## src/rtl/mem_arbiter_if.sv

```systemverilog
// Requester, RAM-side and status signals of the two-port RAM arbiter.
// slave: the arbiter. master: the requesters and RAM around it.
interface mem_arbiter_if #(
  parameter int SIZE = 10,
  parameter int DW   = 32
);
  logic            p0_req;
  logic            p0_we;
  logic [SIZE-1:0] p0_addr;
  logic [DW-1:0]   p0_wdata;
  logic            p0_ack;

  logic            p1_req;
  logic            p1_we;
  logic [SIZE-1:0] p1_addr;
  logic [DW-1:0]   p1_wdata;
  logic            p1_ack;

  logic [DW-1:0]   o_rdata;
  logic            o_ram_we;
  logic [SIZE-1:0] o_ram_addr;
  logic [DW-1:0]   o_ram_wdata;
  logic [DW-1:0]   i_ram_rdata;
  logic            o_busy;
  logic            o_owner;

  modport slave (
    input  p0_req, p0_we, p0_addr, p0_wdata,
    input  p1_req, p1_we, p1_addr, p1_wdata,
    input  i_ram_rdata,
    output p0_ack, p1_ack, o_rdata,
    output o_ram_we, o_ram_addr, o_ram_wdata,
    output o_busy, o_owner
  );

  modport master (
    output p0_req, p0_we, p0_addr, p0_wdata,
    output p1_req, p1_we, p1_addr, p1_wdata,
    output i_ram_rdata,
    input  p0_ack, p1_ack, o_rdata,
    input  o_ram_we, o_ram_addr, o_ram_wdata,
    input  o_busy, o_owner
  );
endinterface

```

## src/rtl/mem_arbiter.sv

```systemverilog
// Serialises two req/ack requesters onto one synchronous single-port RAM.
// Each transaction takes IDLE -> ISSUE -> RESP, i.e. three cycles.
module mem_arbiter #(
  parameter int SIZE      = 10,
  parameter int DW        = 32,
  parameter int PRIO_MODE = 0
) (
  input logic         clk,
  input logic         rst,
  mem_arbiter_if.slave bus
);

  localparam logic [1:0] IDLE  = 2'd0;
  localparam logic [1:0] ISSUE = 2'd1;
  localparam logic [1:0] RESP  = 2'd2;

  logic [1:0]      state;
  logic            lastWinner;
  logic            ramWe;
  logic [SIZE-1:0] ramAddr;
  logic [DW-1:0]   ramWdata;
  logic            ack0;
  logic            ack1;
  logic            busy;
  logic            owner;

  logic            anyReq;
  logic            winner;
  logic            selWe;
  logic [SIZE-1:0] selAddr;
  logic [DW-1:0]   selWdata;

  // Round-robin only alternates under contention; a lone requester always wins.
  always_comb begin
    anyReq = bus.p0_req | bus.p1_req;
    winner = ~bus.p0_req;
    if (PRIO_MODE == 0 && bus.p0_req && bus.p1_req)
      winner = ~lastWinner;
    selWe    = winner ? bus.p1_we    : bus.p0_we;
    selAddr  = winner ? bus.p1_addr  : bus.p0_addr;
    selWdata = winner ? bus.p1_wdata : bus.p0_wdata;
  end

  always_ff @(posedge clk or negedge rst) begin
    if (!rst) begin
      state      <= IDLE;
      lastWinner <= 1'b1;
      ramWe      <= 1'b0;
      ramAddr    <= '0;
      ramWdata   <= '0;
      ack0       <= 1'b0;
      ack1       <= 1'b0;
      busy       <= 1'b0;
      owner      <= 1'b0;
    end else begin
      case (state)
        IDLE: begin
          if (anyReq) begin
            state      <= ISSUE;
            ramWe      <= selWe;
            ramAddr    <= selAddr;
            ramWdata   <= selWdata;
            owner      <= winner;
            lastWinner <= winner;
            busy       <= 1'b1;
          end
        end
        ISSUE: begin
          state <= RESP;
          ramWe <= 1'b0;
          ack0  <= ~owner;
          ack1  <= owner;
        end
        RESP: begin
          state <= IDLE;
          ack0  <= 1'b0;
          ack1  <= 1'b0;
          busy  <= 1'b0;
        end
        default: begin
          state <= IDLE;
          ramWe <= 1'b0;
          ack0  <= 1'b0;
          ack1  <= 1'b0;
          busy  <= 1'b0;
        end
      endcase
    end
  end

  assign bus.o_ram_we    = ramWe;
  assign bus.o_ram_addr  = ramAddr;
  assign bus.o_ram_wdata = ramWdata;
  assign bus.p0_ack      = ack0;
  assign bus.p1_ack      = ack1;
  assign bus.o_busy      = busy;
  assign bus.o_owner     = owner;
  assign bus.o_rdata     = bus.i_ram_rdata;

endmodule

```

## src/flat_wrapper.sv

```systemverilog
// flat-port wrapper written by rule: the top's interface ports become plain ports
module mem_arbiter_flat 
#(
  parameter int SIZE      = 10,
  parameter int DW        = 32,
  parameter int PRIO_MODE = 0
)
  (clk, rst, bus_p0_req, bus_p0_we, bus_p0_addr, bus_p0_wdata, bus_p1_req, bus_p1_we, bus_p1_addr, bus_p1_wdata, bus_i_ram_rdata, bus_p0_ack, bus_p1_ack, bus_o_rdata, bus_o_ram_we, bus_o_ram_addr, bus_o_ram_wdata, bus_o_busy, bus_o_owner);
  mem_arbiter_if #(.SIZE(SIZE), .DW(DW)) bus_i ();
  input logic clk;
  input logic rst;
  input wire logic [$bits(bus_i.p0_req)-1:0] bus_p0_req;
  input wire logic [$bits(bus_i.p0_we)-1:0] bus_p0_we;
  input wire logic [$bits(bus_i.p0_addr)-1:0] bus_p0_addr;
  input wire logic [$bits(bus_i.p0_wdata)-1:0] bus_p0_wdata;
  input wire logic [$bits(bus_i.p1_req)-1:0] bus_p1_req;
  input wire logic [$bits(bus_i.p1_we)-1:0] bus_p1_we;
  input wire logic [$bits(bus_i.p1_addr)-1:0] bus_p1_addr;
  input wire logic [$bits(bus_i.p1_wdata)-1:0] bus_p1_wdata;
  input wire logic [$bits(bus_i.i_ram_rdata)-1:0] bus_i_ram_rdata;
  output wire logic [$bits(bus_i.p0_ack)-1:0] bus_p0_ack;
  output wire logic [$bits(bus_i.p1_ack)-1:0] bus_p1_ack;
  output wire logic [$bits(bus_i.o_rdata)-1:0] bus_o_rdata;
  output wire logic [$bits(bus_i.o_ram_we)-1:0] bus_o_ram_we;
  output wire logic [$bits(bus_i.o_ram_addr)-1:0] bus_o_ram_addr;
  output wire logic [$bits(bus_i.o_ram_wdata)-1:0] bus_o_ram_wdata;
  output wire logic [$bits(bus_i.o_busy)-1:0] bus_o_busy;
  output wire logic [$bits(bus_i.o_owner)-1:0] bus_o_owner;
  assign bus_i.p0_req = bus_p0_req;
  assign bus_i.p0_we = bus_p0_we;
  assign bus_i.p0_addr = bus_p0_addr;
  assign bus_i.p0_wdata = bus_p0_wdata;
  assign bus_i.p1_req = bus_p1_req;
  assign bus_i.p1_we = bus_p1_we;
  assign bus_i.p1_addr = bus_p1_addr;
  assign bus_i.p1_wdata = bus_p1_wdata;
  assign bus_i.i_ram_rdata = bus_i_ram_rdata;
  assign bus_p0_ack = bus_i.p0_ack;
  assign bus_p1_ack = bus_i.p1_ack;
  assign bus_o_rdata = bus_i.o_rdata;
  assign bus_o_ram_we = bus_i.o_ram_we;
  assign bus_o_ram_addr = bus_i.o_ram_addr;
  assign bus_o_ram_wdata = bus_i.o_ram_wdata;
  assign bus_o_busy = bus_i.o_busy;
  assign bus_o_owner = bus_i.o_owner;
  mem_arbiter #(.SIZE(SIZE), .DW(DW), .PRIO_MODE(PRIO_MODE)) u_core (.clk(clk), .rst(rst), .bus(bus_i));
endmodule
```

## config.mk

```make
export PLATFORM = sky130hd
export DESIGN_NAME = mem_arbiter_flat
export DESIGN_NICKNAME = d
export VERILOG_FILES = /design/src/rtl/mem_arbiter_if.sv /design/src/rtl/mem_arbiter.sv /design/src/flat_wrapper.sv
export SDC_FILE = /design/constraint.sdc
export NUM_CORES = 1
export LEC_CHECK = 0
export ABC_CLOCK_PERIOD_IN_PS = 1800
export BUFFER_PORTS_ARGS = -buffer_cell sky130_fd_sc_hd__buf_2
export CAP_MARGIN = 20
export CELL_PAD_IN_SITES_DETAIL_PLACEMENT = 0
export CELL_PAD_IN_SITES_GLOBAL_PLACEMENT = 2
export CORE_MARGIN = 1
export CORE_UTILIZATION = 23
export DETAILED_ROUTE_END_ITERATION = 6
export MAX_ROUTING_LAYER = met4
export PLACE_DENSITY_LB_ADDON = 0.15
export SETUP_SLACK_MARGIN = 0.02
export SLEW_MARGIN = 5
export SYNTH_ARGS = -nofsm -noshare
export SYNTH_HDL_FRONTEND = slang
export SYNTH_SLANG_ARGS = --single-unit
export TNS_END_PERCENT = 100
```

## constraint.sdc

```tcl
create_clock -name clk -period 1.8 [get_ports clk]
set_input_delay 0.09 -clock clk [delete_from_list [all_inputs] [get_ports clk]]
set_output_delay 0.09 -clock clk [all_outputs]
set_load 0.05 [all_outputs]
```

==> results by group, run 1 <==
Die
  • DIE AREA: 0.01322 sq mm
  • Core Box Area: 0.01221 sq mm
  • Row cnt: 40
  • DIE HEIGHT: 115.0 microns
  • Chip width: 115.0 microns
  • Initial Util: 0.2405
  • I/O Pins: 201

STA
  • Endpoints failing setup: 0
  • Skew final: roughly 7.3 ps
  • Setup_tns: 0 ps
  • Max-slew violations: 0
  • Setup slack after layout: 208.0 ps
  • Unrepaired setup endpoints after global routing: no
  • Hold Slack: 158.1 ps
  • Worst Max-Slew Pin Slew: 615.9 ps
  • Fin crit period: 1592 ps
  • Achievable clock frequency: approximately 630 MHz
  • Final hold violations: 0
  • Slew HR: 0.5883
  • Period utilization: 0.8845

Synth
  • Mean area per synthesized cell: 11.29 sq um
  • Post-synthesis simple-gate area fraction: 0.01193
  • Largest area contributor in the netlist: dfrtp_1
  • Top-area cell type share of the netlist area: 0.4176
  • Synth Area in XOR/XNOR: 0
  • Largest family of logic cells by synthesized area: compound AO/OA/AOI/OAI gates
  • Yosys Warn Count: 0
  • Synth top cells by count: 49 x dfrtp_1, 42 x a21boi_0, 42 x a311o_1, 42 x o22a_1, 36 x buf_4
  • Ys flop type: dfrtp_1
  • Post-Syn Instances: between 200 and 300
  • Synth Net Count: 382
  • Synth top area cells: dfrtp_1 42%, a311o_1 14%, o22a_1 13%
  • Adder-cell share of the synthesized area: 0
  • Register area share after synthesis: 0.4265
  • Mux contribution to synthesized area: 0.01449
  • Yosys reg bits: 50
  • Unique masters post-synth: 23
  • EDFF count, synth: 0
  • Compound-gate portion of the synthesized area: 0.3928
  • Synth async-reset ratio: 1.000
  • Post-Syn Area: 0.002937 sq mm
  • Count leader, synth: dfrtp_1

Power
  • Register share of total power: 0.267
  • Net Sw Frac: 0.5091
  • Clk pwr share: 0.123
  • Comb power frac: 0.610
  • Cell area power density: 2032 mW/mm^2
  • P_leak: between 1.5 and 2 nW
  • Power Internal: about 3.7 mW
  • Tot Pwr: 7.520 mW
  • Sw Pwr: about 3.8 mW
  • Peak supply drop: 0.6120 mV

Setup path
  • R2R Path Start: u_core.state[1]$_DFFE_PN0P_
  • CP max-delay cell: dfrtp_1
  • CP endpoint: u_core.bus.o_ram_wdata[22]$_DFFE_PN0P_
  • Largest stage delay, worst path: 420 ps
  • Worst-path fanout max: 23
  • Worst Setup Path Type: flop to flop
  • RR Endpoint: u_core.bus.o_ram_wdata[22]$_DFFE_PN0P_
  • Critical-path cell list: o21bai_4 -> buf_12 -> a311o_1 -> o22a_1
  • Critical Path End Type: flop
  • R2R Setup Slk: 210 ps
  • Critical path launch point: u_core.state[1]$_DFFE_PN0P_
  • CP Launch Type: flop
  • Worst EP required: between 1500 and 2000 ps
  • Cells on worst reg2reg path: 4
  • Worst EP arrival: about 1800 ps

Drt
  • Drt drc: 0
  • Vias post-DR: 2514
  • Routed wire length: 8.888 mm
  • Antenna Violating Nets Remaining: 0
  • DR WL/cell: roughly 17 microns
  • Vias per cell: 4.844
  • Initial detailed-routing violation count: between 100 and 150
  • Drt first pass iters: 4

Layout
  • Layout cell share with drive strength beyond 1: 0.4587
  • Footprint of the multi-input gates: 0.001234 sq mm
  • FILL cells: 1334
  • Storage cell area: 0.001254 sq mm
  • Synthesis-to-finish area growth: 26.03%
  • Inserted Diodes: 0
  • Final net count: 472

GRT
  • Pin count of the biggest net entering global routing: 57
  • Aggregate global-route resource usage: 0.1351
  • Total gr overflow: 0
  • Initial antenna violation count: 0
  • Vias in the first global route: 2569
  • Global-route wire length before repair: 13.48 mm

Clock tree
  • Cts bufs inserted: 5
  • Number of H-tree levels: 2
  • Clk root buf: clkbuf_16
  • CTS tree: yes
  • Clock sinks: 50
  • Clk_lat worst skew: roughly 280 ps
  • Post_cts resized: 0
  • Clock slew at reported path FFs: 70 ps
  • Clock Tree Buf Depth: 2

Run status
  • Run status: finished, final reports clean

Placement
  • Port bufs: around 140
  • GP Congestion: 0.6769
  • Post-place setup slack: 204.1 ps
  • DP HPWL: around 5.9 mm

Worst hold path
  • Hold WC Path Type: input port to flop
  • Hold_sp: bus_p0_wdata[15]

Run
  • Maxcap violations: 0
==> stage by stage <==
step / instances / area, sq um / utilization
final: 519 / 3701 / 0.3031
after global routing: 519 / 3701 / 0.3031
after CTS: 519 / 3701 / 0.3031
after detailed placement: 510 / 3555 / 0.2911
after global placement: 510 / 3555 / 0.2911
after floorplan: 260 / 2937 / -
==> cells in the final DEF, fill, tap and decap left out <==
cell type | synthesis | layout
dfstp_2 | 1 | 1
o22ai_1 | 1 | 1
clkbuf_1 | 12 | 3
dfrtp_2 | 0 | 1
a221oi_1 | 1 | 1
nor2_4 | 1 | 1
clkbuf_16 | 0 | 5
nand2b_2 | 0 | 1
dlygate4sd3_1 | 0 | 1
a21bo_2 | 1 | 1
mux2_2 | 2 | 2
a21boi_0 | 42 | 42
inv_1 | 3 | 3
buf_12 | 0 | 6
o22a_1 | 42 | 42
a311o_1 | 42 | 42
nor2b_1 | 1 | 1
nor2_1 | 2 | 2
nand2_1 | 1 | 1
mux2i_1 | 2 | 2
o21bai_4 | 1 | 1
buf_2 | 11 | 136
buf_4 | 36 | 6
dfrtp_1 | 49 | 48
a31oi_1 | 1 | 1
==> power groups by stage <==
stage,Clock [mW],Combinational [mW],Sequential (mW)
6_report,0.923,4.59,2.01
5_1_grt,1.02,4.86,2.09
4_1_cts,0.979,4.65,2.03
3_5_place_dp,0,4.64,2.04
3_3_place_gp,0,4.62,2.04
2_1_floorplan,0,1.86,3.84
==> area by class of cell <==
class	count	share of cell area
multi-input combinational	141	0.3333
tap	168	0.05680
timing repair buffer	149	0.2312
inverter	3	0.003043
sequential	50	0.3387
clock buffer	8	0.03685
==> worst min path at each step <==
stage / cells after the start / endpoint / slack, ps
3_5_place_dp: 1 / u_core.bus.o_ram_wdata[13]$_DFFE_PN0P_ / 40
6_report: 3 / u_core.bus.o_ram_wdata[15]$_DFFE_PN0P_ / 160
2_1_floorplan: 0 / u_core.bus.o_busy$_DFFE_PN0P_ / -210
5_1_grt: 3 / u_core.bus.o_ram_wdata[8]$_DFFE_PN0P_ / 160
3_3_place_gp: 1 / u_core.bus.o_ram_wdata[13]$_DFFE_PN0P_ / 50
4_1_cts: 3 / u_core.bus.o_ram_wdata[8]$_DFFE_PN0P_ / 150
==> per-layer routing <==
layer / up-vias / GRT usage / routed length (microns)
met5: - / - / 0
li1: 1165 / - / -
met3: 9 / 0.03532 / 742
met4: 0 / 0.02857 / 56
met1: 1227 / 0.1762 / 3982
met2: 113 / 0.2100 / 4107
==> worst max-delay path: cells and delay by family (launching register included) <==
family	cells	cell delay, ps
flops	1	420
compound gates	3	810
buf+inv	1	240
==> state kept, by name, indices dropped and copies added, names as in the netlist <==
register                count
u_core.bus.p0_ack           1
u_core.lastWinner           1
u_core.state                2
u_core.bus.o_ram_wdata     32
u_core.bus.o_busy           1
u_core.bus.o_ram_we         1
u_core.bus.o_owner          1
u_core.bus.p1_ack           1
u_core.bus.o_ram_addr      10
==> logic make-up (layout without fill, tap and decap cells) <==
family,count (synthesis),in the layout
and+or+nand+nor,6,6
AOI/OAI and AO/OA,131,131
muxes,4,4
buffers and inverters,69,160
DFF,50,50
==> timing repair <==
action	CTS	global route
hold buffers	1	0
setup buffers	0	0
endpoints found under the hold margin	13	0
Power figures use the tool's default switching activity.
==> inputs of run 2 (changes only) <==
Settings changed: RECOVER_POWER set to 25.
==> results by group, run 2 (same netlist as run 1, synthesis figures left out) <==
STA
  • Slew HR: 0.3520
  • Skew final: 7.258 ps
  • Setup slack after layout: about 210 ps
  • Fin crit period: 1592 ps
  • Setup_tns: 0 ps
  • Period utilization: 0.8844
  • Endpoints failing setup: 0
  • Achievable clock frequency: 628.1 MHz
  • Unrepaired setup endpoints after global routing: no
  • Max-slew violations: 0
  • Final hold violations: 0
  • Worst Max-Slew Pin Slew: 972.0 ps

Run status
  • Run status: finished, final reports clean

Layout
  • FILL cells: 1332
  • Storage cell area: 0.001254 sq mm
  • Max FFs per register: 32
  • Most common cell after layout, fill and taps aside: buf_2
  • Inserted Diodes: 0
  • Synthesis-to-finish area growth: 25.99%
  • Final net count: 472
  • Footprint of the multi-input gates: approximately 0.0012 sq mm
  • Layout cell share with drive strength beyond 1: 0.4558
  • Fin area: 0.003700 sq mm
  • Commonest non-fill, non-tap cells in the layout: 135 x buf_2, 48 x dfrtp_1, 42 x a311o_1, 42 x a21boi_0, 42 x o22a_1

Power
  • P_leak: 1.593 nW
  • Tot Pwr: about 7.5 mW
  • Cell area power density: roughly 2000 mW/mm^2
  • Peak supply drop: 0.6120 mV

Clock tree
  • Post_cts resized: 0
  • # Post-CTS Setup Buffers: 0
  • Cts bufs inserted: 5
  • Number of H-tree levels: 2
  • Clock slew at reported path FFs: 70 ps
  • Clk root buf: clkbuf_16
  • CTS tree: yes
  • Clk_lat worst skew: 280 ps
  • Clock Tree Buf Depth: 2
  • Clock sinks: 50

Worst hold path
  • Hold endpoint: u_core.bus.o_ram_wdata[15]$_DFFE_PN0P_
  • Hold Path Stages: 3
  • Hold_sp: bus_p0_wdata[15]
  • Hold WC Path Type: input port to flop

Setup path
  • Critical Path End Type: flop
  • R2R Setup Slk: 210 ps
  • Worst EP arrival: 1760 ps
  • Worst-path fanout max: 23
  • RR Endpoint: u_core.bus.o_ram_wdata[22]$_DFFE_PN0P_
  • Cells on worst reg2reg path: 4
  • R2R Path Start: u_core.state[1]$_DFFE_PN0P_
  • Worst EP required: roughly 2000 ps
  • Worst Setup Path Type: flop to flop
  • CP Launch Type: flop

GRT
  • Initial antenna violation count: 0
  • Global-route wire length before repair: 13.48 mm
  • Vias in the first global route: 2569
  • Pin count of the biggest net entering global routing: 57
  • Aggregate global-route resource usage: 0.1351
  • Total gr overflow: 0

Drt
  • Vias per cell: roughly 4.8
  • DR WL/cell: 17.12 microns
  • Drt drc: 0
  • Vias post-DR: 2515
  • Routed wire length: 8.884 mm
  • Antenna Violating Nets Remaining: 0
  • Drt first pass iters: 4
  • Initial detailed-routing violation count: 103

Die
  • Row cnt: 40
  • DIE HEIGHT: 115.0 microns
  • Core Box Area: roughly 0.012 sq mm
  • I/O Pins: 201
  • DIE AREA: 0.01322 sq mm
  • Chip width: 115.0 microns
  • Initial Util: 0.2405

Placement
  • Placement Cell Area: 0.003555 sq mm
  • Post-place setup slack: ~200 ps
  • Port bufs: roughly 140
  • GP Congestion: 0.6769
  • DP HPWL: 5.885 mm

Run
  • Maxcap violations: 0
-- run 2: worst max path at each step --
stage                                             start                                     end  slack (ps)  depth (start not counted)
after floorplan           u_core.lastWinner$_DFFE_PN1P_    u_core.bus.o_ram_addr[0]$_DFFE_PN0P_         340                          6
after global placement      u_core.state[1]$_DFFE_PN0P_  u_core.bus.o_ram_wdata[18]$_DFFE_PN0P_         240                          4
after detailed placement    u_core.state[1]$_DFFE_PN0P_  u_core.bus.o_ram_wdata[18]$_DFFE_PN0P_         200                          4
after CTS                   u_core.state[1]$_DFFE_PN0P_  u_core.bus.o_ram_wdata[18]$_DFFE_PN0P_         190                          4
after global routing        u_core.state[1]$_DFFE_PN0P_  u_core.bus.o_ram_wdata[24]$_DFFE_PN0P_         120                          4
final                       u_core.state[1]$_DFFE_PN0P_  u_core.bus.o_ram_wdata[22]$_DFFE_PN0P_         210                          4
-- run 2: layout make-up --
type / instances / area share
inverters: 3 / 0.003044
clock buffers: 8 / 0.03686
multi-input cells: 141 / 0.3334
well taps: 168 / 0.05681
flip-flops and latches: 50 / 0.3389
repair buffers: 149 / 0.2310
-- run 2: power breakdown --
part | internal (mW) | switching [mW]
Sequential | 1.70 | 0.311
Combinational | 1.47 | 3.11
Clock | 0.519 | 0.405
Total | 3.69 | 3.83
-- run 2: what timing repair did --
action / in CTS / in global routing
hold buffers: 1 / 0
hold endpoints to repair: 13 / 0
endpoints found under the setup margin: 0 / 0
-- run 2: metal layers --
layer | global-route usage | up-vias | wire length [microns]
met1 | 0.1762 | 1228 | 3980
met5 | - | - | 0
li1 | - | 1165 | -
met2 | 0.2100 | 113 | 4107
met4 | 0.02857 | 0 | 56
met3 | 0.03532 | 9 | 740
-- run 2: metrics by stage --
step | instances | util | hold slack, ps
5_1_grt | 519 | 0.3030 | 162.7
6_report | 519 | 0.3030 | 158.1
3_3_place_gp | 510 | 0.2911 | 46.05
3_5_place_dp | 510 | 0.2911 | 44.33
4_1_cts | 519 | 0.3031 | 150.2
2_1_floorplan | 260 | - | -205.6
-- run 2: worst max-delay path, stage by stage (launching register included) --
cell and delay [ps]:
dfrtp_1 420, o21bai_4 330, buf_12 240, a311o_1 320, o22a_1 160
